File: src/rtl/io_seq_pkg.sv
// ---------------------------------------------------------------------------
// io_seq_pkg
// Shared definitions for the IO request sequencer slice.
//   - default read latency / response depth
//   - bit positions inside control_io ({write, byte})
//   - device-select field values carried in address bits [25:23]
//   - io_req_t: one CPU IO request as a packed bundle
//   - ctrlOf(): builds the 2-bit control word from a request
// No ports (package only).
// ---------------------------------------------------------------------------
package io_seq_pkg;

    localparam int READ_LATENCY_DEF = 2;
    localparam int RESP_DEPTH_DEF   = 4;

    localparam int CTRL_WRITE_BIT = 1;
    localparam int CTRL_BYTE_BIT  = 0;

    localparam int IO_SPACE_BIT = 31;
    localparam int DEV_SEL_HI   = 25;
    localparam int DEV_SEL_LO   = 23;

    typedef enum logic [2:0] {
        DEV_LED  = 3'd0,
        DEV_VRAM = 3'd1,
        DEV_SD   = 3'd2,
        DEV_PS2  = 3'd3
    } io_dev_e;

    // "byte" is a reserved word, so the byte-access flag is called isByte.
    typedef struct packed {
        logic        write;
        logic        isByte;
        logic [31:0] address;
        logic [15:0] data;
    } io_req_t;

    // Places the write/byte flags at their fixed control_io bit positions.
    function automatic logic [1:0] ctrlOf(input io_req_t r);
        logic [1:0] c;
        c                 = '0;
        c[CTRL_WRITE_BIT] = r.write;
        c[CTRL_BYTE_BIT]  = r.isByte;
        return c;
    endfunction

endpackage

File: src/rtl/io_seq_resp_fifo.sv
// ---------------------------------------------------------------------------
// io_seq_resp_fifo
// In-order synchronous FIFO holding read responses until the consumer
// takes them. The head is read straight out of the storage registers, so
// it is stable while nothing is popped and a push into an empty FIFO shows
// up on head_o one cycle later (no bypass).
// Ports:
//   clk_i       clock
//   rst_ni      asynchronous active-low reset (storage cleared to zero)
//   push_i      write pushData_i at the tail
//   pushData_i  entry to store
//   pop_i       drop the head entry
//   full_o      all DEPTH entries occupied
//   empty_o     no entries
//   head_o      oldest entry
// DEPTH must be a power of two, at least 2.
// ---------------------------------------------------------------------------
module io_seq_resp_fifo #(
    parameter int DEPTH = 4,
    parameter int WIDTH = 16
) (
    input  logic             clk_i,
    input  logic             rst_ni,
    input  logic             push_i,
    input  logic [WIDTH-1:0] pushData_i,
    input  logic             pop_i,
    output logic             full_o,
    output logic             empty_o,
    output logic [WIDTH-1:0] head_o
);

    localparam int AW = $clog2(DEPTH);

    logic [WIDTH-1:0] mem_q [DEPTH];
    logic [AW-1:0]    wrPtr_q;
    logic [AW-1:0]    rdPtr_q;
    logic [AW:0]      count_q;
    logic             doPush;
    logic             doPop;

    assign full_o  = (count_q == (AW+1)'(DEPTH));
    assign empty_o = (count_q == '0);
    assign head_o  = mem_q[rdPtr_q];

    // Upstream credit accounting keeps pushes away from a full FIFO and
    // pops away from an empty one; the guards just make the storage safe
    // regardless.
    assign doPush = push_i && !full_o;
    assign doPop  = pop_i && !empty_o;

    // Storage, pointers and occupancy. Pointers wrap naturally because
    // DEPTH is a power of two.
    always_ff @(posedge clk_i or negedge rst_ni) begin
        if (!rst_ni) begin
            for (int i = 0; i < DEPTH; i++) begin
                mem_q[i] <= '0;
            end
            wrPtr_q <= '0;
            rdPtr_q <= '0;
            count_q <= '0;
        end else begin
            if (doPush) begin
                mem_q[wrPtr_q] <= pushData_i;
                wrPtr_q        <= wrPtr_q + AW'(1);
            end
            if (doPop) begin
                rdPtr_q <= rdPtr_q + AW'(1);
            end
            case ({doPush, doPop})
                2'b10:   count_q <= count_q + (AW+1)'(1);
                2'b01:   count_q <= count_q - (AW+1)'(1);
                default: count_q <= count_q;
            endcase
        end
    end

    pushWhenFull: assert property (@(posedge clk_i) disable iff (!rst_ni)
        !(push_i && full_o));

endmodule

File: src/rtl/io_request_sequencer.sv
// ---------------------------------------------------------------------------
// io_request_sequencer
// Upstream stage of the memory-mapped IO block. Accepts CPU IO requests on
// a valid/ready handshake, drives the IO bus combinationally in the accept
// cycle, follows the fixed read latency of data_out_io and returns read
// data in order through a response FIFO. Reads are only accepted while a
// FIFO slot is reserved for them (credit scheme), so the FIFO cannot
// overflow.
// Ports:
//   main_clk, main_rst_n        clock, asynchronous active-low reset
//   req_valid/req_ready         request handshake
//   req_write, req_byte         access type
//   req_address, req_data       byte address (bit 31 = IO space), write data
//   resp_valid/resp_ready       response handshake
//   resp_data                   read data, in issue order
//   address_io, data_in_io      IO bus, driven only in an accept cycle
//   control_io                  {write, byte}, zero when idle
//   data_out_io                 IO read data, valid READ_LATENCY after issue
// Build option:
//   IO_SEQ_WRITE_ACK_EN  writes consume a credit and return a 16'h0000
//                        completion response through the FIFO.
// ---------------------------------------------------------------------------
module io_request_sequencer
    import io_seq_pkg::*;
#(
    parameter int READ_LATENCY = READ_LATENCY_DEF,
    parameter int RESP_DEPTH   = RESP_DEPTH_DEF
) (
    input  logic        main_clk,
    input  logic        main_rst_n,
    input  logic        req_valid,
    output logic        req_ready,
    input  logic        req_write,
    input  logic        req_byte,
    input  logic [31:0] req_address,
    input  logic [15:0] req_data,
    output logic        resp_valid,
    input  logic        resp_ready,
    output logic [15:0] resp_data,
    output logic [31:0] address_io,
    output logic [15:0] data_in_io,
    output logic [1:0]  control_io,
    input  logic [15:0] data_out_io
);

    localparam int CW = $clog2(RESP_DEPTH + 1);

    io_req_t                 req;
    logic                    released_q;
    logic [CW-1:0]           credits_q;
    logic [CW-1:0]           credits_d;
    logic [READ_LATENCY-1:0] pipeValid_q;
    logic [READ_LATENCY-1:0] pipeValid_d;
    logic                    needsCredit;
    logic                    accept;
    logic                    tracked;
    logic                    push;
    logic                    pop;
    logic [15:0]             pushData;
    logic                    fifoFull;
    logic                    fifoEmpty;

    // Bundle the request pins so the bus drive uses the shared helpers.
    always_comb begin
        req         = '0;
        req.write   = req_write;
        req.isByte  = req_byte;
        req.address = req_address;
        req.data    = req_data;
    end

`ifdef IO_SEQ_WRITE_ACK_EN
    assign needsCredit = 1'b1;
`else
    assign needsCredit = !req_write;
`endif

    // A request that needs a response slot may only go when one is free.
    // released_q holds ready low until the first edge after reset release.
    assign req_ready = released_q && (!needsCredit || (credits_q != '0));
    assign accept    = req_valid && req_ready;
    assign tracked   = accept && needsCredit;

    // IO bus is driven only in the accept cycle; otherwise everything is
    // zero, which keeps address bit 31 clear so no IO access happens.
    always_comb begin
        address_io = '0;
        data_in_io = '0;
        control_io = '0;
        if (accept) begin
            address_io = req.address;
            data_in_io = req.data;
            control_io = ctrlOf(req);
        end
    end

    // Latency tracker: a token enters at issue and reaches the tail exactly
    // when data_out_io carries the answer for that request.
    always_comb begin
        pipeValid_d    = '0;
        pipeValid_d[0] = tracked;
        for (int i = 1; i < READ_LATENCY; i++) begin
            pipeValid_d[i] = pipeValid_q[i-1];
        end
    end

    assign push = pipeValid_q[READ_LATENCY-1];
    assign pop  = resp_valid && resp_ready;

`ifdef IO_SEQ_WRITE_ACK_EN
    logic [READ_LATENCY-1:0] pipeWrite_q;
    logic [READ_LATENCY-1:0] pipeWrite_d;

    // Parallel flag pipe marking which tokens are write completions, so
    // they push zero instead of whatever the IO block presents.
    always_comb begin
        pipeWrite_d    = '0;
        pipeWrite_d[0] = accept && req_write;
        for (int i = 1; i < READ_LATENCY; i++) begin
            pipeWrite_d[i] = pipeWrite_q[i-1];
        end
    end

    always_ff @(posedge main_clk or negedge main_rst_n) begin
        if (!main_rst_n) begin
            pipeWrite_q <= '0;
        end else begin
            pipeWrite_q <= pipeWrite_d;
        end
    end

    assign pushData = pipeWrite_q[READ_LATENCY-1] ? 16'h0000 : data_out_io;
`else
    assign pushData = data_out_io;
`endif

    // Credits count free-and-unreserved FIFO slots: one is taken at issue
    // and returned when the consumer pops; both at once cancel out.
    always_comb begin
        credits_d = credits_q;
        case ({tracked, pop})
            2'b10:   credits_d = credits_q - CW'(1);
            2'b01:   credits_d = credits_q + CW'(1);
            default: credits_d = credits_q;
        endcase
    end

    // State registers. Reset drops every in-flight token so nothing issued
    // before reset can ever produce a response afterwards.
    always_ff @(posedge main_clk or negedge main_rst_n) begin
        if (!main_rst_n) begin
            released_q  <= 1'b0;
            credits_q   <= CW'(RESP_DEPTH);
            pipeValid_q <= '0;
        end else begin
            released_q  <= 1'b1;
            credits_q   <= credits_d;
            pipeValid_q <= pipeValid_d;
        end
    end

    io_seq_resp_fifo #(
        .DEPTH (RESP_DEPTH),
        .WIDTH (16)
    ) u_respFifo (
        .clk_i      (main_clk),
        .rst_ni     (main_rst_n),
        .push_i     (push),
        .pushData_i (pushData),
        .pop_i      (pop),
        .full_o     (fifoFull),
        .empty_o    (fifoEmpty),
        .head_o     (resp_data)
    );

    assign resp_valid = !fifoEmpty;

    creditRange: assert property (@(posedge main_clk) disable iff (!main_rst_n)
        credits_q <= CW'(RESP_DEPTH));

    noPushWhenFull: assert property (@(posedge main_clk) disable iff (!main_rst_n)
        !(push && fifoFull));

endmodule
File: config.mk
export PLATFORM = sky130hd
export DESIGN_NAME = io_request_sequencer
export DESIGN_NICKNAME = d
export VERILOG_FILES = /design/src/rtl/io_seq_pkg.sv /design/src/rtl/io_seq_resp_fifo.sv /design/src/rtl/io_request_sequencer.sv
export SDC_FILE = /design/constraint.sdc
export NUM_CORES = 1
export LEC_CHECK = 0
export CAP_MARGIN = 20
export CORE_MARGIN = 3
export CORE_UTILIZATION = 30
export DETAILED_ROUTE_END_ITERATION = 8
export HOLD_SLACK_MARGIN = 0.12
export PLACE_DENSITY = 0.55
export SYNTH_ARGS = -nofsm -noshare
export SYNTH_HDL_FRONTEND = slang
export SYNTH_HIERARCHICAL = 1
export SYNTH_SLANG_ARGS = --single-unit
export TNS_END_PERCENT = 100
File: constraint.sdc
create_clock -name main_clk -period 3.3 [get_ports main_clk]
set_clock_uncertainty 0.1 [all_clocks]
set_input_delay 0.495 -clock main_clk [delete_from_list [all_inputs] [get_ports main_clk]]
set_output_delay 0.495 -clock main_clk [all_outputs]
set_load 0.02 [all_outputs]
After elaboration in Yosys (flattened, before gate mapping)
Index checks and enable logic that the tools add are counted.
W data, S select, Z words.
Word-level totals
  memories kept: 0
  input bits: 70
  word-level logic and storage cells: 52
  flip-flop bits (word level): 77
  memory bits (read-only): 0
  latch bits: 0
  memory bits (writable): 0
Cells by class
  shifts and indexed selects: 0
  multiply operators: 0
  add/subtract/negate cells: 6
  mux-type cells: 11
  reduce and logical (&&, ||, !) cells: 15
  equal/unequal tests: 5
  bitwise gates (word level): 2
  magnitude comparators: 3
  divide/modulo/power cells: 0
Operators with widths (number)
  $bwmux W64: 1
  $mux W16: 4
  $bmux W16 S2: 1
  $demux W16 S2: 1
  $mux W32: 1
  $pmux W3 S2: 2
  $logic_and A1 B1 Y1: 7
  $add A3 B1 Y3 const B: 2
  $ge A3 B3 Y1 const B: 2
  $not A2 Y3: 2
  $sub A3 B1 Y3 const B: 2
  $add A2 B1 Y2 const B: 2
  $eq A2 B1 Y1 const B: 2
  $eq A2 B2 Y1 const B: 2
  $reduce_bool A2 Y1: 2
  $eq A3 B3 Y1 const B: 1
  $logic_not A1 Y1: 3
  $logic_not A3 Y1: 1
  $lt A3 B1 Y1 const B: 1
  $reduce_bool A3 Y1: 1
  $mux W2: 1
  $logic_or A1 B1 Y1: 1

Depth between registers and ports, before layout
Gate-level depths: netlist (run 1).
  depth after elaboration: 7
  mapped depth: 9
  depth with buffers taken out: 9

Hierarchy
Netlist (run 1), hierarchy kept.
Modules (own cells, without submodules)
  io_seq_resp_fifo: cells an instance 192, instances 1, area each 3185.6 sq um
  io_request_sequencer: cells an instance 78, instances 1, area each 658.1 sq um

Worst setup path after synthesis (run 1)
OpenSTA, ideal clock, no wires.
  path kind: register to register
  start: reg credits_q[2]
  end: reg credits_q[1]
  clock period less this slack: 2.095 ns
  arrival: 1.870 ns
  stages on the path, launching flop included: 7
  data required time: 3.075 ns
  slack: 1.205 ns
  cell sequence: dfstp_2 nor4_2 or3_1 ha_1 inv_1 fa_1 mux2_2
Between the ends
  word-level cells in the longest chain between the ends: 7
  elaborated cells between the ends (all ways): 9
  those cells by class: 2 x eq/ne; 1 x mux; 6 x reduce/logical
Ends and longest elaborated chain
  from (decl): line io_request_sequencer.sv:50  | logic [CW-1:0] credits_q;
  from (signal assigned): line io_request_sequencer.sv:153  | credits_q <= CW'(RESP_DEPTH);
  from (signal assigned): line io_request_sequencer.sv:157  | credits_q <= credits_d;
  $reduce_bool A3 Y1 *: line io_request_sequencer.sv:80  | assign req_ready = released_q && (!needsCredit || (credits_q != '0));
  $logic_or A1 B1 Y1 *: line io_request_sequencer.sv:80
  $logic_and A1 B1 Y1 *: line io_request_sequencer.sv:80
  $logic_and A1 B1 Y1 *: line io_request_sequencer.sv:81  | assign accept = req_valid && req_ready;
  $logic_and A1 B1 Y1 *: line io_request_sequencer.sv:82  | assign tracked = accept && needsCredit;
  $eq A2 B1 Y1 / $eq A2 B2 Y1 (equally long branches): line io_request_sequencer.sv:141  | case ({tracked, pop})
  $pmux W3 S2 *: line io_request_sequencer.sv:141
  named net credits_d[1]: line io_request_sequencer.sv:51  | logic [CW-1:0] credits_d;
The timed path passes the listed nets; every way through them passes the cells marked *.
A chain may end at the register's enable or synchronous reset.

Worst setup path in the final report (run 1)
  start: in req_write
  end: out address_io[7]
Between the ends
  word-level cells in the longest chain between the ends: 4
Ends and longest elaborated chain
  from (decl): line io_request_sequencer.sv:33  | input logic req_write,
  $logic_or A1 B1 Y1: line io_request_sequencer.sv:80
  $logic_and A1 B1 Y1: line io_request_sequencer.sv:80
  $logic_and A1 B1 Y1: line io_request_sequencer.sv:81
  $mux W32: line io_request_sequencer.sv:90  | if (accept) begin
  to (decl): line io_request_sequencer.sv:40  | output logic [31:0] address_io,
No other way between the ends.

==> results of run 1 <==
## where the power goes
group	switching, mW	total, mW	internal [mW]
clock	0.358	1.09	0.736
combinational	0.802	2.00	1.20
sequential	0.287	1.66	1.37
## metrics by stage
stage	cells	hold slack [ns]	setup slack [ns]	cell area, um2
2_1_floorplan	270	0.0994	1.20	3840
3_3_place_gp	570	0.235	0.330	5390
3_5_place_dp	570	0.237	0.346	5390
4_1_cts	586	0.251	0.333	5720
5_1_grt	586	0.269	0.235	5720
6_report	586	0.236	0.341	5720
## worst register-to-register path: stages, from the launching register on
cell,delay [ns]
sky130_fd_sc_hd__dfrtp_1,0.44
sky130_fd_sc_hd__nor3b_4,0.34
sky130_fd_sc_hd__nand2b_1,0.23
sky130_fd_sc_hd__ha_1,0.21
sky130_fd_sc_hd__inv_1,0.06
sky130_fd_sc_hd__fa_1,0.37
sky130_fd_sc_hd__xor2_1,0.15
sky130_fd_sc_hd__nor2_1,0.12
sky130_fd_sc_hd__xor2_1,0.15
## cell families after synthesis
logic type / Yosys count / share of synthesized area
compound gates: 1 / 0.00228
fa+ha+maj: 8 / 0.0299
buf+inv: 21 / 0.0348
xor+xnor: 9 / 0.0205
other cells: 1 / 0.000976
flops: 77 / 0.502
mux: 83 / 0.290
simple gates: 70 / 0.120
## state kept, by name, indices dropped and copies added (netlist names)
signal	flops
u_respFifo/mem_q	64
credits_q	3
pipeValid_q	2
u_respFifo/count_q	3
released_q	1
u_respFifo/wrPtr_q	2
u_respFifo/rdPtr_q	2
## layout by cell type, fill, tap and decap left out, drive strengths merged
cell           count
mux2              66
clkbuf            11
nand2              6
conb               1
clkdlybuf4s50    136
nor2b              1
and2              49
nor2               7
mux2i              1
dfstp              1
xor2               5
nor3b              1
inv                8
dfrtp             76
o31a               1
buf                9
nor3               1
bufinv             3
fa                 2
clkinv             2
nand2b             1
nor4               1
mux4              16
and2b              1
xnor2              4
or3                1
ha                 6
and3               1
## worst max-delay path by stage
| stage | start | to | slack (ns) | depth (start not counted) |
|---|---|---|---|---|
| 6_report | req_write | address_io[7] | 0.34 | 6 |
| 5_1_grt | req_write | address_io[1] | 0.24 | 6 |
| 4_1_cts | req_write | address_io[1] | 0.33 | 6 |
| 3_5_place_dp | req_write | address_io[1] | 0.35 | 6 |
| 3_3_place_gp | req_write | address_io[1] | 0.33 | 6 |
| 2_1_floorplan | credits_q[2] | credits_q[1] | 1.20 | 6 |
## layer usage
| layer | global-route usage | wire (um) | vias to the layer above |
|---|---|---|---|
| met2 | 0.240 | 5180 | 38 |
| met3 | 0.0328 | 271 | 13 |
| met1 | 0.172 | 3920 | 1269 |
| met5 | 0 | 0 | - |
| met4 | 0.0420 | 129 | 0 |
| li1 | - | - | 1214 |
## cell type report
class	instances	area, um2	area share
timing repair buffer	145	1440	0.252
sequential	77	1930	0.337
multi-input combinational	172	1780	0.311
inverter	8	30.0	0.00525
clock inverter	5	100	0.0175
tap	168	210	0.0367
clock buffer	11	233	0.0407
==> run summary, run 1 <==
The cell count after synthesis is 270, and the total power divided by cell area is 832 mW/mm2. The die is 119 um wide. The run gives 0 as the final count of pins violating max slew. The slowest cell on the critical path is sky130_fd_sc_hd__clkdlybuf4s50_1.

By area the synthesized netlist is led by sky130_fd_sc_hd__dfrtp_1, sky130_fd_sc_hd__mux2_2, sky130_fd_sc_hd__mux4_2, sky130_fd_sc_hd__and2_1, sky130_fd_sc_hd__and2_4. The worst reg2reg path depth is 8, and the final antenna diode count is 0. The utilization after layout came out at 0.467. The cell family contributing the most delay on the critical path is buffers and inverters. The tools report the pin count of the biggest net entering global routing as 78. The design draws 4.76 mW. The layout cell share with drive strength beyond 1 was 0.294. For this block, the initial DRC count from the detailed router was 150. The category of the worst setup path launch point is an input pin. The region available for standard cell placement spans 0.0123 mm2. The min-delay analysis places its worst path in the category input pin to async pin. The via count of the first global-routing pass is 2726. The number of hold buffers added after cts was 0. The endpoint identified for the worst register-to-register timing path is u_respFifo/count_q[2]. The die covers 0.0142 mm2. The deepest clock path buffer count was 2; the via count was 2534. The aggregate negative setup slack is 0 ns, and the total overflow reported by the global router is 0. The number of enable flip-flop cells after synthesis came out at 0. Timing would allow up to 338 MHz.

From synthesis to final layout, the design area changed by 48.9%. The startpoint identified for the worst register-to-register timing path is u_respFifo/count_q[1]. The prevailing post-synth register cell is sky130_fd_sc_hd__dfrtp_1. Clock-pin slew was measured on the worst setup and hold paths at 0.05 ns. For the top-level port count, the log shows 138. Before antenna repair, the detailed router went through 4 iterations. The final period utilization works out to 0.897. The final critical-path required period is 2.96 ns, and the maximum ir drop on the vdd rail is 375 uV. Summed over all instances, the cell type with the most area after synthesis is sky130_fd_sc_hd__dfrtp_1. The via count normalized by instance count works out to 4.32. The number of antenna violations at the first check in global routing is 0. The logs give 0.502 for the fraction of the yosys area taken by sequential cells and 0 for the number of DRC violations after detailed routing. The logs give 0 for the count of endpoints failing setup in the final report and 0 for the number of nets still failing antenna checks after routing. The run gives 2.36 ns as the arrival time of the worst setup path. TritonCTS built the clock tree. Yosys printed 6 warnings.

The floorplan has 40 rows. Setup slack on the worst flop-to-flop path: 1.06 ns. Counting the buffers created by CTS gives 9. Of all nets on the critical path, the largest fanout is 49. After clock tree synthesis, the setup repair step added 0 buffers.

The final layout contains routed wiring with a total length of 9500 um. The analysis attributes to cell leakage a power of 2.41 nW. The synthesized flop and latch total came out at 77. STA classifies the critical path endpoint as a primary output.

Number of H-tree levels: 3. Routability-driven placement finished with a final weighted congestion of 0.777. In this run the clock root is driven by a sky130_fd_sc_hd__clkbuf_16.

In this design, the critical path's most frequently occurring cell is sky130_fd_sc_hd__clkdlybuf4s50_1. The number of buffers and inverters on the critical path is 3. In the final routed layout, each cell accounts on average for 16.2 um. Clock latency on the worst-skew pair, taken at its later pin, is 0.33 ns. For the all-layer global routing usage, the log shows 0.139. For the tightest slew margin relative to the limit, the log shows 0.345. The synthesized net count was 348; the data required time of the critical path was 2.70 ns. The critical path is of the input pin to primary output type. Across the run, the number of max-cap violations was 0. The actual slew at the worst max-slew pin is 0.983 ns. The critical path goes through clkdlybuf4s50_1 -> nor4_2 -> nor2_2 -> buf_4 -> and2_1 -> clkdlybuf4s50_1. The net count of the finished layout is 491. By count the netlist is led by sky130_fd_sc_hd__dfrtp_1, sky130_fd_sc_hd__mux2_2, sky130_fd_sc_hd__and2_1, sky130_fd_sc_hd__mux4_2, sky130_fd_sc_hd__and2_4.

The logs give 6840 um for the post-DP HPWL and 0.00384 mm2 for the cell area after synthesis. The proportion of netlist area held by the largest area contributor is 0.495, and the wire length of the first global-routing pass is 15400 um. The number of cells upsized or downsized after cts is 0.

The most common cell in the synthesized netlist is sky130_fd_sc_hd__dfrtp_1. Die extent in y: 119 um. The largest single stage delay on the critical path is 0.57 ns. Each instance of the synthesized netlist takes up on average 14.2 um2. The fraction of registers with async set/reset works out to 1.00. For the fill cell instance count of the final layout, the log shows 1131. The count of final hold-check violations came out at 0.

The count of input and output buffers is 137. CTS saw 77 sinks. Setup repair after global routing left no endpoint under its margin. The initial core utilization came out at 0.313. After synthesis, the netlist uses 30 different library cells. The flow ran to the end, and the final reports show no timing, DRC or antenna violations.
Power figures use the tool's default switching activity.
==> run 2, diff against run 1 <==
--- a/config.mk
+++ b/config.mk
@@ -11,6 +11,7 @@
 export DETAILED_ROUTE_END_ITERATION = 8
 export HOLD_SLACK_MARGIN = 0.12
 export PLACE_DENSITY = 0.55
+export RECOVER_POWER = 25
 export SYNTH_ARGS = -nofsm -noshare
 export SYNTH_HDL_FRONTEND = slang
 export SYNTH_HIERARCHICAL = 1
==> run summary, run 2 (synthesis results as in run 1) <==
The tools report the leakage power total as 2.40 nW (about the same). The clock network fraction of total power is 0.230 (about the same). STA classifies the critical path startpoint as an input pin.

The delay contributed by the slowest stage of the critical path was 0.57 ns (about the same). The tightest slew margin relative to the limit is -0.286 (-0.631), and the count of input and output buffers is 137 (unchanged). On the critical path the largest part of the delay comes from buffers and inverters. The run gives 0.33 ns (about the same) as the clock network latency to the later pin of the worst-skew pair. The placeable core region was 0.0123 mm2 (unchanged). The worst hold path begins at pipeValid_q[0]. The total placed cells including tap cells is 570 (unchanged). The clock root buffer master was sky130_fd_sc_hd__clkbuf_16.

Cell with the most instances on the worst path: sky130_fd_sc_hd__clkdlybuf4s50_1. Number of nets still failing antenna checks after routing: 0 (unchanged). The clock edge transition at the registers on the reported setup and hold paths came out at 0.06 ns (about the same).

The number of CTS-inserted buffers came out at 9 (unchanged). The critical path is of the input pin to primary output type. The per-cell routed wire length is 16.2 um (about the same), and the total clock sinks is 77 (unchanged).

The actual slew at the worst max-slew pin is 1.93 ns (+0.946 ns). The net switching fraction of the power works out to 0.304 (about the same). The run gives 2.36 ns (about the same) as the arrival time of the worst setup path.

The slowest stage of the critical path belongs to the cell sky130_fd_sc_hd__clkdlybuf4s50_1. Setup repair after global routing left no endpoint under its margin. Ranked by flip-flop count, first place goes to u_respFifo/mem_q. The wire length of the first global-routing pass is 15400 um (unchanged).

The worst register-to-register path ends at u_respFifo/count_q[2]. The layout cell share with drive strength beyond 1 was 0.294 (unchanged); the final antenna diode count was 0 (unchanged). The net count reported at finish is 491 (unchanged), and the count of endpoints failing setup in the final report is 0 (unchanged). The flip-flop count of the largest register after layout is 64 (unchanged). The number of buffers and inverters on the critical path was 3 (unchanged). Maximum ir drop on the vdd rail: 375 uV (about the same). The worst setup path is captured at a primary output. For the initial core utilization, the log shows 0.313 (unchanged).

The final reports fail on max-capacitance violations, max-slew violations. The tools report the sequential power share as 0.349 (about the same). The run finished, with violations left. The logs give 0 ns (unchanged) for the aggregate negative setup slack and 338 MHz (unchanged) for the highest achievable clock rate.

The number of H-tree levels came out at 3 (unchanged). The total power divided by cell area came out at 832 mW/mm2 (about the same). Leaving out fill and tap cells, the most frequent cell in the layout is sky130_fd_sc_hd__clkdlybuf4s50_1. The run gives 2534 (unchanged) as the via count.

Worst flop-to-flop path startpoint: u_respFifo/count_q[1]. The die area was 0.0142 mm2 (unchanged). The via count normalized by instance count was 4.32 (unchanged). The path with the worst hold slack has its endpoint at pipeValid_q[1]. The tools report the deepest clock path buffer count as 2 (unchanged). The run gives 0 (unchanged) as the number of antenna violations at the first check in global routing. The setup slack on the worst flop-to-flop path was 1.06 ns (about the same). The combinational fraction of design power is 0.421 (about the same), and the worst hold path cell count is 0.

The top-level port count came out at 138 (unchanged). The path class of the tightest hold or removal check is flop to flop. The tools report the buffers inserted during post-CTS setup optimization as 0 (unchanged).

The critical path goes through clkdlybuf4s50_1 -> nor4_2 -> nor2_2 -> buf_4 -> and2_1 -> clkdlybuf4s50_1. Logic depth of the worst path, buffers included: 6 (unchanged). The count of final hold-check violations was 0 (unchanged). TritonCTS built the clock tree. The final critical-path required period works out to 2.96 ns (unchanged).

For the fill cell instance count of the final layout, the log shows 1132 (+0.088%). The library cells used most frequently in the layout, excluding fill and tap cells, are sky130_fd_sc_hd__clkdlybuf4s50_1, sky130_fd_sc_hd__dfrtp_1, sky130_fd_sc_hd__mux2_2, sky130_fd_sc_hd__and2_1, sky130_fd_sc_hd__mux4_2. Post-DP HPWL: 6840 um (unchanged).

The tools report the weighted congestion at the end of routability-driven global placement as 0.777 (unchanged). The tools report the number of search-and-repair iterations in the first detailed-routing pass as 4 (unchanged). The largest registers in the layout are u_respFifo/mem_q x64, credits_q x3, u_respFifo/count_q x3. The number of hold buffers added after cts is 0 (unchanged), and the total power draw is 4.76 mW (about the same).

The layout overhead on the synthesized area is 48.9% (about the same), and the internal power summed over all cells is 3.31 mW (about the same). The filler-free cell count of the finished design was 586 (unchanged); the number of cells upsized or downsized after cts was 0 (unchanged). The logs give 0.346 ns (unchanged) for the post-place setup slack and 2.70 ns (about the same) for the data required time of the critical path.

The number of rows in the core area was 40 (unchanged); the reported net switching power was 1.45 mW (unchanged). The final period utilization is 0.897 (unchanged), and the total overflow reported by the global router is 0 (unchanged). The maximum net fanout on the critical path is 49 (unchanged), and the worst reg2reg path depth is 8 (unchanged).

The run gives 0.341 ns (unchanged) as the worst setup margin. The logs give 0 (unchanged) for the number of DRC violations after detailed routing and 78 (+78) for the final count of pins violating max slew. X dimension of the die: 119 um (unchanged).

For the total routed wirelength, the log shows 9500 um (about the same). The run gives 150 (unchanged) as the detailed router's first-iteration violation count. The logs give 2726 (unchanged) for the via count of the first global-routing pass and 1 (+1) for the max capacitance violation total.

For the pin count of the biggest net entering global routing, the log shows 78 (unchanged). The all-layer global routing usage was 0.139 (unchanged). Die extent in y: 119 um (unchanged).
run 2: cell count changes in the layout (fill, tap and decap cells not counted):
cell                       delta
sky130_fd_sc_hd__buf_4        -1
sky130_fd_sc_hd__clkbuf_2     +1
run 2: power groups by stage:
stage / clock network (mW) / registers (mW) / logic [mW]
final: 1.09 / 1.66 / 2.00
after global routing: 1.17 / 1.73 / 2.16
after CTS: 1.13 / 1.67 / 2.05
after detailed placement: 0 / 1.68 / 2.05
after global placement: 0 / 1.67 / 2.01
after floorplan: 0 / 1.55 / 1.36
run 2: worst max path at each step:
stage	from	to	slack, ns
2_1_floorplan	credits_q[2]	credits_q[1]	1.20
3_3_place_gp	req_write	address_io[1]	0.33
3_5_place_dp	req_write	address_io[1]	0.35
4_1_cts	req_write	address_io[1]	0.33
5_1_grt	req_write	address_io[1]	0.24
6_report	req_write	address_io[7]	0.34
run 2: layer usage:
metal / track usage / up-vias / wire (um)
li1: - / 1214 / -
met1: 0.172 / 1269 / 3910
met2: 0.240 / 38 / 5180
met3: 0.0328 / 13 / 271
met4: 0.0420 / 0 / 129
met5: 0 / - / 0
run 2: cell type report:
cell class / instances / area (um2) / area share
repair buffers: 145 / 1440 / 0.251
clock inverters: 5 / 100 / 0.0175
well taps: 168 / 210 / 0.0367
clock buffers: 11 / 233 / 0.0407
multi-input cells: 172 / 1780 / 0.311
inverters: 8 / 30.0 / 0.00525
flip-flops and latches: 77 / 1930 / 0.337
run 2: through the flow:
stage / hold slack, ns / utilization / instance area [um2]
floorplan: 0.0994 / - / 3840
global placement: 0.235 / 0.440 / 5390
detailed placement: 0.237 / 0.440 / 5390
CTS: 0.251 / 0.467 / 5720
global route: 0.269 / 0.467 / 5720
finish: 0.248 / 0.467 / 5720
run 2: worst reg2reg max path: stages (launching register included):
cell,delay (ns)
sky130_fd_sc_hd__dfrtp_1,0.44
sky130_fd_sc_hd__nor3b_4,0.34
sky130_fd_sc_hd__nand2b_1,0.23
sky130_fd_sc_hd__ha_1,0.21
sky130_fd_sc_hd__inv_1,0.06
sky130_fd_sc_hd__fa_1,0.37
sky130_fd_sc_hd__xor2_1,0.15
sky130_fd_sc_hd__nor2_1,0.12
sky130_fd_sc_hd__xor2_1,0.15
==> run 3, diff against run 2 <==
--- a/config.mk
+++ b/config.mk
@@ -5,9 +5,9 @@
 export SDC_FILE = /design/constraint.sdc
 export NUM_CORES = 1
 export LEC_CHECK = 0
-export CAP_MARGIN = 20
 export CORE_MARGIN = 3
 export CORE_UTILIZATION = 30
+export CTS_BUF_LIST = sky130_fd_sc_hd__clkbuf_8
 export DETAILED_ROUTE_END_ITERATION = 8
 export HOLD_SLACK_MARGIN = 0.12
 export PLACE_DENSITY = 0.55
==> run summary, run 3 (synthesis results as in run 1) <==
Final period utilization: 0.897 (about the same). Ranked by flip-flop count, first place goes to u_respFifo/mem_q. The layout cell share with drive strength beyond 1 was 0.294 (unchanged). The maximum net fanout on the critical path works out to 49 (unchanged). The actual slew at the worst max-slew pin is 1.91 ns (-0.0194 ns), and the via count is 2536 (+0.079%). The number of nets still failing antenna checks after routing is 0 (unchanged). The number of search-and-repair iterations in the first detailed-routing pass is 4 (unchanged), and the worst reg2reg path depth is 9 (+1).

TritonCTS built the clock tree. Setup repair after global routing left no endpoint under its margin. The highest achievable clock rate is 338 MHz (about the same). Category of the worst setup path launch point: an input pin.

The deepest clock path buffer count was 2 (unchanged). The sequential power share came out at 0.369 (+0.020). The fill cell instance count of the final layout was 1144 (+1.1%); the total placed cells including tap cells was 570 (unchanged).

The worst hold path cell count was 0 (unchanged); the number of hold buffers added after cts was 0 (unchanged). STA classifies the critical path endpoint as a primary output. Number of cells upsized or downsized after cts: 0 (unchanged). The delay contributed by the slowest stage of the critical path is 0.57 ns (about the same), and the via count normalized by instance count is 4.33 (about the same). The startpoint identified for the worst register-to-register timing path is u_respFifo/count_q[0]. The logs give 0 (unchanged) for the count of endpoints failing setup in the final report and 9490 um (-0.11%) for the total routed wirelength. The run gives 2.70 ns (about the same) as the data required time of the critical path. The logs give 0 (unchanged) for the buffers inserted during post-CTS setup optimization and 0 (unchanged) for the number of DRC violations after detailed routing.

The flip-flop count of the largest register after layout was 64 (unchanged). The run gives 78 (unchanged) as the pin count of the biggest net entering global routing. The maximum ir drop on the vdd rail came out at 255 uV (-32%).

The clock network latency to the later pin of the worst-skew pair was 0.35 ns (+0.02 ns). The final reports fail on max-capacitance violations, max-slew violations. The tools report the capturing point of the worst reg2reg path as u_respFifo/count_q[2].

In the layout the commonest cells are sky130_fd_sc_hd__clkdlybuf4s50_1, sky130_fd_sc_hd__dfrtp_1, sky130_fd_sc_hd__mux2_2, sky130_fd_sc_hd__and2_1, sky130_fd_sc_hd__mux4_2. The run gives 2.37 nW (-1.6%) as the leakage power total. The logs give 0.184 (-0.046) for the clock network fraction of total power and 3 (unchanged) for the number of H-tree levels. The total power divided by cell area works out to 799 mW/mm2 (-4.0%).

Combinational fraction of design power: 0.446 (+0.025). The cell family with the largest share of critical-path delay is buffers and inverters. The run gives -0.273 (+0.0129) as the tightest slew margin relative to the limit.

The largest individual stage delay along the critical path comes from the cell sky130_fd_sc_hd__clkdlybuf4s50_1. The via count of the first global-routing pass is 2698 (-1.0%). The number of buffers and inverters on the critical path came out at 3 (unchanged). The die area was 0.0142 mm2 (unchanged). The tools report the count of final hold-check violations as 0 (unchanged). The tools report the weighted congestion at the end of routability-driven global placement as 0.777 (unchanged). The final critical-path required period came out at 2.96 ns (-0.000250 ns). Class of the most critical setup path: input pin to primary output.

The tools report the reported net switching power as 1.42 mW (-1.8%). The layout overhead on the synthesized area is 46.2%. The clock root buffer master was sky130_fd_sc_hd__clkbuf_8. The count of input and output buffers was 137 (unchanged); the aggregate negative setup slack was 0 ns (unchanged).

The number of rows in the core area is 40 (unchanged), and the final antenna diode count is 0 (unchanged). The die extent in y is 119 um (unchanged), and the wire length of the first global-routing pass is 15300 um (-0.49%). The top-level port count was 138 (unchanged).

Total overflow reported by the global router: 0 (unchanged). In this design, the critical path's most frequently occurring cell is sky130_fd_sc_hd__clkdlybuf4s50_1. Filler-free cell count of the finished design: 586 (unchanged). The worst hold path belongs to the class flop to flop. The startpoint identified for the worst hold timing path is pipeValid_q[0]. The run gives 2.36 ns (about the same) as the arrival time of the worst setup path.

Launching instance or port of the critical path: req_write. The all-layer global routing usage was 0.138 (-0.000304). The number of CTS-inserted buffers was 9 (unchanged). The tools report the endpoint of the worst hold-timing path as pipeValid_q[1]. The run gives 78 (unchanged) as the final count of pins violating max slew. The placeable core region is 0.0123 mm2 (unchanged), and the flip-flop and latch area is 0.00193 mm2 (unchanged). The clock edge transition at the registers on the reported setup and hold paths is 0.08 ns (+0.02 ns). The per-cell routed wire length came out at 16.2 um (-0.11%). The logs give 1.05 ns (about the same) for the setup slack on the worst flop-to-flop path and 491 (unchanged) for the net count reported at finish. The total clock sinks was 77 (unchanged).

The flow ran to the end, but the final reports show violations. The x dimension of the die came out at 119 um (unchanged). The internal power summed over all cells is 3.07 mW (-7.4%). The detailed router's first-iteration violation count is 153 (+2.0%), and the net switching fraction of the power is 0.317 (+0.0125). The tools report the number of antenna violations at the first check in global routing as 0 (unchanged). The logic depth of the worst path, buffers included is 6 (unchanged).

The library cell used most frequently in the layout, excluding fill and tap cells, is sky130_fd_sc_hd__clkdlybuf4s50_1. For the combined area of the multi-input logic cells, the log shows 0.00178 mm2 (unchanged). The initial core utilization is 0.313 (unchanged), and the post-DP HPWL is 6840 um (unchanged).

The critical path goes through clkdlybuf4s50_1 -> nor4_2 -> nor2_2 -> buf_4 -> and2_1 -> clkdlybuf4s50_1. For the max capacitance violation total, the log shows 1 (unchanged). The largest registers in the layout are u_respFifo/mem_q x64, credits_q x3, u_respFifo/count_q x3.
[run 3: cell types whose count changed in the layout (fill, tap and decap cells not counted)]
cell | before | now
sky130_fd_sc_hd__clkbuf_16 | 9 | 0
sky130_fd_sc_hd__inv_1 | 8 | 10
sky130_fd_sc_hd__clkbuf_8 | 0 | 9
sky130_fd_sc_hd__clkbuf_1 | 2 | 0
[run 3: worst reg2reg max path, cell delays in order (launching register included)]
cell                      delay, ns
sky130_fd_sc_hd__dfrtp_1       0.47
sky130_fd_sc_hd__nor3_1        0.10
sky130_fd_sc_hd__nor2b_1       0.19
sky130_fd_sc_hd__o31a_1        0.26
sky130_fd_sc_hd__ha_1          0.22
sky130_fd_sc_hd__inv_1         0.06
sky130_fd_sc_hd__fa_1          0.37
sky130_fd_sc_hd__xor2_1        0.15
sky130_fd_sc_hd__nor2_1        0.12
sky130_fd_sc_hd__xor2_1        0.15
[run 3: cell type report]
| cell class | count | share of cell area |
|---|---|---|
| Inverter | 8 | 0.00534 |
| Tap cell | 168 | 0.0374 |
| Multi-Input combinational cell | 172 | 0.317 |
| Clock inverter | 7 | 0.0191 |
| Clock buffer | 9 | 0.0220 |
| Timing Repair Buffer | 145 | 0.256 |
| Sequential cell | 77 | 0.343 |
[run 3: worst max path at each step]
| stage | slack [ns] | to |
|---|---|---|
| after CTS | 0.33 | address_io[1] |
| after global routing | 0.24 | address_io[1] |
| after global placement | 0.33 | address_io[1] |
| after detailed placement | 0.35 | address_io[1] |
| after floorplan | 1.20 | credits_q[1] |
| final | 0.34 | address_io[7] |
[run 3: power groups by stage]
stage	logic, mW	registers, mW	clock network [mW]
after global routing	2.16	1.73	0.894
after global placement	2.01	1.67	0
after detailed placement	2.05	1.68	0
final	2.00	1.66	0.828
after CTS	2.05	1.67	0.858
after floorplan	1.36	1.55	0
[run 3: stage by stage]
step	utilization	setup WS (ns)	hold slack (ns)	area (um2)	total power [mW]
global placement	0.440	0.330	0.235	5390	3.68
finish	0.458	0.341	0.254	5620	4.49
floorplan	-	1.20	0.0994	3840	2.92
global route	0.458	0.235	0.276	5620	4.78
detailed placement	0.440	0.346	0.237	5390	3.73
CTS	0.459	0.333	0.233	5620	4.57
[run 3: per-layer routing]
layer | global-route usage | vias up | share of wire
met3 | 0.0356 | 9 | 0.034
met5 | 0 | - | 0
li1 | - | 1211 | -
met1 | 0.172 | 1276 | 0.41
met4 | 0.0398 | 0 | 0.012
met2 | 0.237 | 40 | 0.54
==> RTL edit 1, RTL diff (flow settings as in run 1) <==
The option `IO_SEQ_WRITE_ACK_EN` is turned on by a define.
--- a/src/rtl/io_request_sequencer.sv
+++ b/src/rtl/io_request_sequencer.sv
@@ -22,2 +22,4 @@
 // ---------------------------------------------------------------------------
+`define IO_SEQ_WRITE_ACK_EN
+
 module io_request_sequencer
Check against the original RTL: not equivalent (Yosys sat finds a counterexample within 10 cycles, from zero or initial values and one cycle with main_rst_n low).
==> RTL edit 1 against run 1 <==
Synthesized area grew 4.6%. First-iteration DRC count shrank 15%. Worst setup slack gained 0.12 ns. Sequential power grew 4%. Sequential cell count grew 2. Largest power group unchanged. Combinational power grew 13%. Die area grew 4.4%. Critical path depth shrank 3. Count of clock-buffer cells in the layout is the same. Final cell count grew 3.6%. Power grew 7.2%. Routed wire length grew 3.4%. Cell area grew 3.5%.
==> RTL edit 1: results (changes against run 1) <==
The run finished with clean final reports. The commonest cells after synthesis are sky130_fd_sc_hd__dfrtp_1 (78), sky130_fd_sc_hd__mux2_2 (66), sky130_fd_sc_hd__and2_1 (42). The final weighted congestion in routability-driven placement is 0.762 (-1.9%). The tools report the worst-case vdd ir drop as 0.414 mV (+11%).

The maximum fanout count along the critical path was 13 (-73%); the fraction of layout cells with a size suffix above 1 was 27.8% (-1.6 points). The depth of the most critical reg-to-reg path was 9 (+1). The HPWL reported at the end of detailed placement was 7.12 mm (+4.0%). The detailed-router iteration count before antenna repair was 3 (-1). The largest registers in the layout are u_respFifo/mem_q x64, credits_q x3, u_respFifo/count_q x3. The run gives 15.7 mm (+1.6%) as the wire length of the first global-routing pass. The largest stage delay on the critical path is 0.59 ns (+0.02 ns), and the transition time at the pin with the least slew margin is 0.712 ns (-0.271 ns). The run gives 1.03 ns (-0.03 ns) as the slack of the worst reg-to-reg path. The final worst hold slack came out at 0.246 ns (+0.0106 ns).

Yosys warning count: 6 (unchanged). In this run the critical register-to-register path is captured at u_respFifo/count_q[2]. The critical path arrival was 2.25 ns (-0.11 ns). The average detailed-routed wire length per instance works out to 16.2 um (-0.20%). The worst register-to-register path begins at u_respFifo/count_q[0]. The clock transition at the register clock pins on the worst setup and hold paths after CTS works out to 0.05 ns (about the same).

The tightest min-delay check is of the flop to flop type. The predominant post-synthesis flop cell is sky130_fd_sc_hd__dfrtp_1. The DRC marker count from the first detailed-route iteration is 128 (-15%). The largest net degree at the start of global routing came out at 80 (+2.6%). The cell at the slowest stage of the critical path is sky130_fd_sc_hd__dfrtp_1. In the post-synthesis netlist, the biggest area contributors are sky130_fd_sc_hd__dfrtp_1 (49%), sky130_fd_sc_hd__mux2_2 (18%), sky130_fd_sc_hd__mux4_2 (9.0%), sky130_fd_sc_hd__and2_1 (6.5%), sky130_fd_sc_hd__nor2b_1 (2.8%).

The detail-routed via count per cell was 4.51 (+4.2%). The via count of the first global-routing pass came out at 3012 (+10%). The net count after synthesis is 367 (+5.5%), and the filler cell count is 1196 (+5.7%).

The hold-critical path endpoint is pipeWrite_q[1]. For the number of antenna violations at the first check in global routing, the log shows 0 (unchanged). The final net count is 509 (+3.7%).

The tools report the number of distinct library cell variants in the gate-level netlist after synthesis as 30 (unchanged). The part of the Yosys area used for sequential elements is 49.2% (-0.96 points), and the cell-internal power is 0.00351 W (+5.8%). The count of H-tree levels built during CTS was 3 (unchanged); the worst hold path cell count was 0. The run gives 13.8% (-0.057 points) as the overall fraction of global-route tracks in use. The cell leakage power was 2.46 nW (+2.1%); the clock tree buffer depth was 2 (unchanged).
==> RTL edit 1: cell types whose count changed after synthesis, moves of 2 or more <==
cell                       change
sky130_fd_sc_hd__nor2b_1      +17
sky130_fd_sc_hd__buf_6         +4
sky130_fd_sc_hd__and2_1        +3
sky130_fd_sc_hd__clkbuf_1      -3
sky130_fd_sc_hd__and2_4        -2
sky130_fd_sc_hd__dfrtp_1       +2
==> RTL edit 1: worst max-delay path by stage <==
| stage | from | end | slack (ns) | cells after the start |
|---|---|---|---|---|
| CTS | u_respFifo/rdPtr_q[0] | resp_data[7] | 0.41 | 3 |
| floorplan | credits_q[2] | credits_q[1] | 1.21 | 8 |
| detailed placement | req_valid | data_in_io[14] | 0.55 | 6 |
| global route | u_respFifo/rdPtr_q[0] | resp_data[7] | 0.35 | 3 |
| finish | u_respFifo/rdPtr_q[0] | resp_data[15] | 0.46 | 3 |
| global placement | req_valid | data_in_io[14] | 0.52 | 6 |
==> RTL edit 1: cell type report <==
type / count / area share (%)
Clock buffer: 11 / 3.93
Clock inverter: 4 / 1.60
Inverter: 8 / 0.507
Timing Repair Buffer: 146 / 25.3
Sequential cell: 79 / 33.4
Multi-Input combinational cell: 187 / 31.7
Tap cell: 172 / 3.63
==> RTL edit 1: cells by family (layout without fill, tap and decap cells) <==
group	count (synthesis)	after routing	synth area share (%)
simple gates	85	85	13.9
mux	83	83	27.7
flops	79	79	49.2
buf+inv	23	169	4.08
xor+xnor	9	9	1.96
fa+ha+maj	8	8	2.86
other cells	1	1	0.0933
compound gates	1	1	0.218
==> RTL edit 1: per-layer routing <==
layer / share of wire (%) / vias up / GRT usage (%)
li1: - / 1263 / -
met1: 39 / 1352 / 15.1
met2: 52 / 112 / 25.0
met3: 8.0 / 8 / 5.34
met4: 0.84 / 0 / 3.57
met5: 0 / - / 0
==> RTL edit 1: power groups by stage <==
stage | sequential (W) | clock [W] | combinational (W)
CTS | 0.00174 | 0.00113 | 0.00232
floorplan | 0.00162 | 0 | 0.00155
finish | 0.00173 | 0.00110 | 0.00227
global placement | 0.00173 | 0 | 0.00227
global route | 0.00180 | 0.00117 | 0.00245
detailed placement | 0.00176 | 0 | 0.00231
==> RTL edit 1: per-stage QoR <==
step	cells	area (um2)	power (W)	util (%)	worst slack [ns]
after floorplan	289	4020	0.00318	-	1.21
after global placement	590	5560	0.00400	43.2	0.520
after detailed placement	590	5560	0.00406	43.2	0.545
after CTS	605	5890	0.00518	45.7	0.410
after global routing	607	5930	0.00542	46.0	0.345
final	607	5930	0.00510	46.0	0.458
==> RTL edit 1: timing repair <==
| action | CTS | global route |
|---|---|---|
| endpoints found under the hold margin | 0 | 6 |
| endpoints found under the setup margin | 0 | 0 |
| hold buffers | 0 | 1 |
==> RTL edit 2, RTL diff (flow settings as in run 1) <==
Without the edit above. Change the package constant `RESP_DEPTH_DEF` from 4 to 8.
--- a/src/rtl/io_seq_pkg.sv
+++ b/src/rtl/io_seq_pkg.sv
@@ -13,3 +13,3 @@
     localparam int READ_LATENCY_DEF = 2;
-    localparam int RESP_DEPTH_DEF   = 4;
+    localparam int RESP_DEPTH_DEF   = 8;
 
Formal check against the unedited RTL: not equivalent (a bounded check fails within 10 cycles, from zero or initial values and one cycle with main_rst_n low).
==> RTL edit 2 against run 1 <==
First-iteration DRC count increased by 68%. Critical path depth is 2 lower. Sequential cell count increased by 68. Cell area increased by 70%. Routed wire length grew 88%. Worst setup slack got worse by 0.20 ns. Power grew 87%. Hold slack better by 0.015 ns. Synthesized area up 92%. Via count increased by 82%. Largest cell class unchanged. Largest power group unchanged. Highest routed layer unchanged.
==> RTL edit 2: results (changes against run 1) <==
The run finished with clean final reports. The fraction of the mapped netlist area in compound gates is 1.60% (+1.4 points). The HPWL reported at the end of detailed placement is 11.9 mm (+75%), and the worst-case vdd ir drop is 0.440 mV (+17%).

The min-delay analysis places its worst path in the category flop to flop. DRC marker count from the first detailed-route iteration: 252 (+68%). The combinational gate power was 0.00375 W (+87%). In this design, the largest share of critical-path delay is due to simple AND/OR/NAND/NOR gates.

The area of placed instances was 0.00909 mm2 (+69%); the Yosys warning count was 6 (unchanged). The synthesized-area fraction occupied by xor and xnor cells is 0.951% (-1.1 points), and the critical path arrival is 2.56 ns (+0.20 ns). The run gives 1.18 mm (+330%) as the sum of met3 wire segment lengths after detailed routing.

The largest stage delay on the critical path is 0.59 ns (+0.02 ns). The post-synthesis adder-cell area fraction works out to 1.90% (-1.1 points). The depth of the most critical reg-to-reg path came out at 9 (+1). The largest registers in the layout are u_respFifo/mem_q x128, credits_q x4, u_respFifo/count_q x4. The share of async-settable or async-resettable flops after synthesis works out to 100% (unchanged). Largest net degree at the start of global routing: 81 (+3.8%).

The tools report the number of CTS-inserted buffers as 17 (+8). Number of distinct library cell variants in the gate-level netlist after synthesis: 50 (+67%). The met2 layer usage reported by global route was 23.6% (-0.40 points); the final net count was 713 (+45%).

The slack of the worst reg-to-reg path was 0.20 ns (-0.86 ns). The run gives 5340 (+96%) as the via count of the first global-routing pass. The worst register-to-register path begins at credits_q[0]. The aggregate routed wire length came out at 17.9 mm (+88%). The maximum fanout count along the critical path is 25 (-49%), and the met2 wirelength from detailed routing is 8.99 mm (+73%).

For the sequential share of power, the log shows 35.5% (+0.6 points). The tools report the routing usage on met3 as 4.15% (+0.87 points). For the cell-internal power, the log shows 0.00607 W (+83%).

The final weighted congestion in routability-driven placement was 0.776 (-0.22%). The detailed-router iteration count before antenna repair was 4 (unchanged). Cell at the slowest stage of the critical path: sky130_fd_sc_hd__or4_4. The net count after synthesis is 565 (+62%), and the relative max-transition margin is 43.4% (+8.9 points). For the part of the Yosys area used for sequential elements, the log shows 49.3% (-0.91 points). The clock latency on the worst-skew pair was 0.42 ns (+0.09 ns); the count of H-tree levels built during CTS was 4 (+1). The detail-routed via count per cell was 4.77 (+10%). The run gives 7.48 mm (+91%) as the detailed-routing wirelength on met1. Sorting the synthesized cells by area gives the leading types as sky130_fd_sc_hd__dfrtp_1 (49%), sky130_fd_sc_hd__mux2_2 (21%), sky130_fd_sc_hd__mux4_2 (9.8%), sky130_fd_sc_hd__and2_4 (4.4%), sky130_fd_sc_hd__buf_6 (1.7%). Wire length of the first global-routing pass: 28.1 mm (+82%).

In the synthesized netlist, the cells that appear most often are sky130_fd_sc_hd__dfrtp_1 (144), sky130_fd_sc_hd__mux2_2 (139), sky130_fd_sc_hd__and2_4 (37). The multiplexer share of the synthesized area is 32.9% (+3.9 points), and the final worst hold slack is 0.251 ns (+0.0152 ns). Overall fraction of global-route tracks in use: 13.8% (-0.069 points). The cell leakage power was 4.10 nW (+70%). The worst register-to-register path ends at credits_q[3].
RTL edit 2: cell types whose count changed after synthesis, sizes merged, moves of 4 or more:
cell,delta
mux2,+81
dfrtp,+68
mux4,+16
buf,+9
clkbuf,+6
nand3,+6
nor2,-6
a21oi,+4
nand2,+4
xor2,-4
RTL edit 2: per-stage QoR:
step | total power (W) | setup slack, ns | cells | util, %
5_1_grt | 0.00945 | 0.0332 | 965 | 40.9
4_1_cts | 0.00902 | 0.0453 | 964 | 40.7
3_5_place_dp | 0.00698 | 0.00120 | 932 | 38.2
6_report | 0.00892 | 0.143 | 965 | 40.9
3_3_place_gp | 0.00676 | 0.0958 | 932 | 38.2
2_1_floorplan | 0.00566 | 0.376 | 485 | -
RTL edit 2: how the worst max path moves through the flow:
stage | endpoint | cells after the start | slack (ns) | start
after floorplan | u_respFifo/count_q[3] | 8 | 0.38 | u_respFifo/count_q[0]
after global placement | address_io[18] | 6 | 0.1 | req_write
after CTS | address_io[14] | 4 | 0.05 | credits_q[0]
after global routing | credits_q[3] | 9 | 0.03 | credits_q[0]
final | address_io[8] | 4 | 0.14 | credits_q[0]
after detailed placement | credits_q[3] | 10 | 0.001 | req_write
RTL edit 2: cell type report:
cell class	count	area, um2	share of cell area, %
flip-flops and latches	145	3630	37.3
repair buffers	156	1530	15.8
inverters	8	42.5	0.437
multi-input cells	305	3510	36.0
well taps	319	399	4.10
clock buffers	18	439	4.51
clock inverters	14	181	1.86
RTL edit 2: repair_timing:
| action | 4_1_cts | 5_1_grt |
|---|---|---|
| hold endpoints to repair | 76 | 0 |
| gates resized for setup | 7 | 3 |
| endpoints found under the setup margin | 49 | 43 |
| hold buffers | 1 | 0 |
| cloned | 0 | 1 |
